<file path="config.mk">
export PLATFORM = sky130hd
export DESIGN_NAME = alu_exec_unit
export DESIGN_NICKNAME = d
export VERILOG_FILES = /design/src/rtl/alu_exec_unit.sv
export SDC_FILE = /design/constraint.sdc
export NUM_CORES = 1
export LEC_CHECK = 0
export BUFFER_PORTS_ARGS = -buffer_cell sky130_fd_sc_hd__buf_2
export CELL_PAD_IN_SITES_DETAIL_PLACEMENT = 0
export CELL_PAD_IN_SITES_GLOBAL_PLACEMENT = 2
export CORE_ASPECT_RATIO = 1.2
export CORE_MARGIN = 2
export CORE_UTILIZATION = 35
export DETAILED_ROUTE_END_ITERATION = 10
export GPL_TIMING_DRIVEN = 0
export PLACE_DENSITY_LB_ADDON = 0.1
export SLEW_MARGIN = 40
export SYNTH_ARGS = -nofsm -noshare
export SYNTH_HDL_FRONTEND = slang
export SYNTH_SLANG_ARGS = --single-unit
</file>
<file path="constraint.sdc">
create_clock -name Clock -period 4.2 [get_ports Clock]
set_clock_uncertainty 0.2 [all_clocks]
set_input_delay 0.21 -clock Clock [delete_from_list [all_inputs] [get_ports Clock]]
set_output_delay 0.21 -clock Clock [all_outputs]
set_load 0.01 [all_outputs]
</file>
<file path="src/rtl/alu_exec_unit.sv">
// alu_exec_unit: 24-bit execute ALU, single-cycle logic/arith/shift ops plus iterative MUL built when ALU_MUL_EN is defined
module alu_exec_unit #(
    parameter int WIDTH = 24
) (
    input  logic             Clock,
    input  logic             Reset,
    input  logic             Start,
    input  logic [3:0]       Operation,
    input  logic [WIDTH-1:0] A,
    input  logic [WIDTH-1:0] B,
    output logic [WIDTH-1:0] Result,
    output logic             Zero,
    output logic             Busy,
    output logic             Done
);
    localparam logic [3:0] OP_AND = 4'b0000;
    localparam logic [3:0] OP_OR  = 4'b0001;
    localparam logic [3:0] OP_ADD = 4'b0010;
    localparam logic [3:0] OP_SUB = 4'b1010;
    localparam logic [3:0] OP_SLT = 4'b0011;
    localparam logic [3:0] OP_XOR = 4'b0101;
    localparam logic [3:0] OP_SLL = 4'b0110;
    logic [WIDTH-1:0] alu_res;
    logic [WIDTH-1:0] result_q, result_d;
    logic             zero_q, zero_d;
    logic             done_q, done_d;
    // Single-cycle datapath; shifts of 24..31 fall off the top and yield 0, unknown codes yield 0
    always_comb begin
        alu_res = (Operation == OP_AND) ? (A & B) :
                  (Operation == OP_OR)  ? (A | B) :
                  (Operation == OP_ADD) ? (A + B) :
                  (Operation == OP_SUB) ? (A - B) :
                  (Operation == OP_SLT) ? {{(WIDTH-1){1'b0}}, ($signed(A) < $signed(B))} :
                  (Operation == OP_XOR) ? (A ^ B) :
                  (Operation == OP_SLL) ? (A << B[4:0]) : '0;
    end
`ifdef ALU_MUL_EN
    localparam logic [3:0] OP_MUL = 4'b0100;
    localparam logic IDLE = 1'b0;
    localparam logic MUL  = 1'b1;
    logic             state_q, state_d;
    logic [WIDTH-1:0] acc_q, acc_d, mcand_q, mcand_d, mplier_q, mplier_d, acc_sum;
    logic [4:0]       count_q, count_d;
    // Control: accept Start only in IDLE; MUL runs exactly WIDTH shift-add steps regardless of operands
    always_comb begin
        acc_sum  = acc_q + (mplier_q[0] ? mcand_q : '0);
        state_d  = state_q;
        acc_d    = acc_q;
        mcand_d  = mcand_q;
        mplier_d = mplier_q;
        count_d  = count_q;
        result_d = result_q;
        zero_d   = zero_q;
        done_d   = 1'b0;
        if (state_q == MUL) begin
            acc_d    = acc_sum;
            mcand_d  = mcand_q << 1;
            mplier_d = mplier_q >> 1;
            count_d  = count_q + 5'd1;
            if (count_q == 5'(WIDTH - 1)) begin
                state_d  = IDLE;
                count_d  = '0;
                result_d = acc_sum;
                zero_d   = (acc_sum == '0);
                done_d   = 1'b1;
            end
        end else if (Start) begin
            if (Operation == OP_MUL) begin
                state_d  = MUL;
                acc_d    = '0;
                mcand_d  = A;
                mplier_d = B;
                count_d  = '0;
            end else begin
                result_d = alu_res;
                zero_d   = (alu_res == '0);
                done_d   = 1'b1;
            end
        end
    end
    // State registers; reset aborts any multiply in flight
    always_ff @(posedge Clock) begin
        if (Reset) begin
            state_q  <= IDLE;
            acc_q    <= '0;
            mcand_q  <= '0;
            mplier_q <= '0;
            count_q  <= '0;
            result_q <= '0;
            zero_q   <= 1'b1;
            done_q   <= 1'b0;
        end else begin
            state_q  <= state_d;
            acc_q    <= acc_d;
            mcand_q  <= mcand_d;
            mplier_q <= mplier_d;
            count_q  <= count_d;
            result_q <= result_d;
            zero_q   <= zero_d;
            done_q   <= done_d;
        end
    end
    assign Busy = (state_q == MUL);
`else
    // Without the multiplier every code, including MUL, completes in one cycle
    always_comb begin
        result_d = Start ? alu_res : result_q;
        zero_d   = Start ? (alu_res == '0) : zero_q;
        done_d   = Start;
    end
    // Output registers
    always_ff @(posedge Clock) begin
        if (Reset) begin
            result_q <= '0;
            zero_q   <= 1'b1;
            done_q   <= 1'b0;
        end else begin
            result_q <= result_d;
            zero_q   <= zero_d;
            done_q   <= done_d;
        end
    end
    assign Busy = 1'b0;
`endif
    assign Result = result_q;
    assign Zero   = zero_q;
    assign Done   = done_q;
endmodule
</file>
==> results.py <==
metrics = {
    "status": {
        "run_status": "finished clean",
    },
    "clock_network": {
        "cts_tree": "done",
        "cts.path.max_buffers": 2,
        "clock_tree.htree_level_count": 1,
        "clk_pin_slew_ns": 0.06,
        "cts_buffers": 3,
        "clk_latency_ns": 0.26,
        "root_buffer": "clkbuf_16",
        "clock_sinks": 26,
    },
    "global_route": {
        "grt_overflow_total": 0,
        "grt_max_degree": 15,
        "grt_usage": 0.303,
        "first_pass_grt_wire_length_um": 45800,
        "first_global_vias": 7307,
        "antenna_found_initial": 0,
    },
    "worst_setup_path": {
        "cp_cell_sequence": "buf_2 -> clkinv_1 -> ha_1 -> buf_2 -> nor2_1 -> a211oi_4 -> o211ai_1 -> nor2_2 -> o41ai_4 -> nor3_1 -> nor4_2 -> and4_2 -> nand4b_1 -> o41ai_2",
        "rrSetupSlack_ns": 3.29,
        "cpMostUsedCell": "buf_2",
        "reg2regPathDepth": 2,
        "slowest_stage": "o41ai_4",
        "critical_path_fanouts_max": 9,
        "required_ns": 4.18,
        "worstSetupStartpointType": "input port",
        "max_stage_delay_ns": 0.48,
        "worst-endpoint-arrival_ns": 4.03,
        "critical_path.reg2reg.startpoint": "Result[11]",
        "crit_type": "input port to register",
        "critical_path.reg2reg.endpoint": "Result[11]",
        "cp-end-kind": "register",
    },
    "route": {
        "wl_per_cell_um": 24.6,
        "antenna_left": 0,
        "route.final.wire_length_um": 30800,
        "drc": 0,
        "firstDrtPassIters": 5,
        "routed-via-count": 7547,
        "vias_per_cell": 6.02,
        "dr_iter_0_viols": 642,
    },
    "sta": {
        "setup_tns_ns": 0,
        "finalMaxSlewViolations": 0,
        "final.period_utilization": 0.964,
        "timing.final.crit_period_ns": 4.05,
        "timing.final.hold_violations": 0,
        "finalHoldWorstSlack_ns": 0.0721,
        "slew_headroom": 0.387,
        "tightestPinTransition_ns": 0.920,
        "fin_ws_ns": 0.151,
        "timing.fmax_mhz": 247,
        "setup_viol_count_final": 0,
    },
    "worst_hold_path": {
        "hold_endpoint": "Result[20]",
        "hold_path.class": "input port to register",
        "worstHoldStart": "Start",
        "min_path_cells": 3,
    },
    "synthesis": {
        "syn_inst": 914,
        "syn_avg_cell_area_um2": 7.30,
        "dominantRegCellSynth": "dfxtp_1",
        "synth.cell_area_mm2": 0.00667,
        "synth-async-reset-ratio": 0,
        "synth_seq_cells": 26,
        "synth_sequential_area_ratio": 0.0780,
        "synth.net_count": 1044,
        "synth_edf_count": 0,
        "synth_cell_type_count": 89,
        "synthesis.yosys.warnings": 0,
    },
    "final_layout": {
        "antenna_cells_inserted": 0,
        "layout.cells.most_common_list": "nor2_1, buf_2, nand2_1",
        "area_grow_syn2layout_pct": 14.4,
        "share_of_final_layout_standard_cells_stronger_than_drive_strength_1": 0.190,
        "nNetsFinal": 1129,
        "final_design_area_no_fill_mm2": 0.00763,
    },
    "floorplanning": {
        "boundaryPins": 82,
        "num_rows": 55,
        "dieArea_mm2": 0.0202,
        "core-area_mm2": 0.0188,
        "dieHeight_um": 155,
        "initial_utilization": 0.355,
        "die_x_um": 130,
    },
    "power_and_ir_drop": {
        "leakagePower_nw": 3.29,
        "power.density_mw_per_mm2": 188,
        "pwr-share-seq": 0.189,
        "combinational_fraction_of_design_power": 0.647,
        "cellInternalPower_w": 0.000746,
        "vdd.ir_drop.worst_mv": 0.167,
        "p_sw_frac": 0.479,
        "share_clk_of_total_power": 0.164,
        "finalPower_w": 0.00143,
        "netSwitchingPower_w": 0.000687,
    },
    "placement": {
        "place_ws_ns": -0.943,
        "placed_cell_area_mm2": 0.00742,
        "port-buffer-count": 78,
        "detailedPlacementHpwl_um": 24600,
        "gp_congestion": 0.971,
    },
    "run": {
        "drv.max_cap_violation_count": 0,
    },
}
[kinds of logic (layout without fill, tap and decap cells)]
logic type	Yosys count	in the layout	synth area share
buffers and inverters	137	221	0.0964
xor gates and xnor gates	14	14	0.0184
adders and majority gates	75	75	0.143
and+or+nand+nor	302	302	0.222
DFF	26	26	0.0780
AOI/OAI and AO/OA	301	301	0.308
muxes	58	58	0.133
other	1	1	0.000562
[sequential cells by signal, summed over array words and instances (netlist names)]
name	count
Done	1
Zero	1
Result	24
[layer usage]
layer  up-vias  routed length (um)  GRT usage
li1       3532                   -          -
met2       345               14100      0.483
met4         0                1950      0.158
met3        82                1950     0.0478
met5         -                   0          0
met1      3588               12900      0.393
[worst max path at each step]
stage / end / from / depth (start not counted) / slack (ns)
after floorplan: Zero / B[2] / 14 / 0.44
after global placement: Zero / B[2] / 15 / -1.19
after detailed placement: Zero / B[2] / 15 / -0.94
after CTS: Zero / B[2] / 15 / 0.02
after global routing: Zero / B[1] / 15 / -0.009
final: Zero / B[3] / 14 / 0.15
[synth_stat cells (all sizes together) (4+ instances only)]
library cell	n	share of area
o31ai	8	0.0097
nor2	93	0.053
o211ai	10	0.011
and2	8	0.0075
dfxtp	26	0.078
a21oi	83	0.062
a221oi	11	0.016
nand2b	10	0.0094
o31a	4	0.0052
o22ai	5	0.0047
ha	73	0.14
o21a	5	0.0056
o21ai	52	0.039
a311oi	5	0.0066
clkbuf	41	0.032
or3	5	0.0047
a31oi	10	0.0094
nor4	8	0.0094
nand2	84	0.050
and3	4	0.0037
nor3	26	0.019
xor2	4	0.0052
mux2	7	0.012
o21bai	11	0.012
a22oi	6	0.0067
xnor2	10	0.013
mux2i	27	0.040
nand3	16	0.012
nand4	4	0.0037
a211o	4	0.0052
a21o	11	0.012
a211oi	27	0.031
o221ai	4	0.0052
mux4	24	0.081
inv	70	0.039
nor2b	16	0.015
nor4b	4	0.0052
a32oi	6	0.0079
buf	23	0.021
or2	7	0.0066
[power by group through the flow]
| stage | clock, W | combinational [W] | sequential (W) |
|---|---|---|---|
| 6_report | 0.000235 | 0.000928 | 0.000271 |
| 5_1_grt | 0.000251 | 0.000997 | 0.000272 |
| 4_1_cts | 0.000242 | 0.000905 | 0.000271 |
| 3_5_place_dp | 0 | 0.000887 | 0.000276 |
| 3_3_place_gp | 0 | 0.000889 | 0.000276 |
| 2_1_floorplan | 0 | 0.000574 | 0.000284 |
[stage by stage]
stage          cells   util
2_1_floorplan    914      -
3_3_place_gp    1248  0.393
3_5_place_dp    1250  0.395
4_1_cts         1255  0.405
5_1_grt         1254  0.406
6_report        1254  0.406
[critical path, delay by kind of cell]
family	cells	cell delay [ns]
buffers and inverters	3	0.68
adders and majority gates	1	0.39
and+or+nand+nor	6	1.39
AOI/OAI and AO/OA	4	1.35
[repair_timing]
| item | 4_1_cts | 5_1_grt |
|---|---|---|
| endpoints found under the setup margin | 6 | 1 |
| setup buffers | 1 | 0 |
| resized for setup | 15 | 12 |
| endpoints found under the hold margin | 4 | 0 |
| hold buffers | 1 | 0 |
| pin swaps | 1 | 1 |
[area by class of cell]
class | instances | area (um^2)
Clock buffer | 4 | 88.8
Fill cell | 2039 | 11200
Sequential cell | 26 | 520
Tap cell | 256 | 320
Buffer | 63 | 367
Multi-Input combinational cell | 751 | 5650
Timing Repair Buffer | 82 | 418
Inverter | 72 | 270
(Power assumes the default switching activity.)
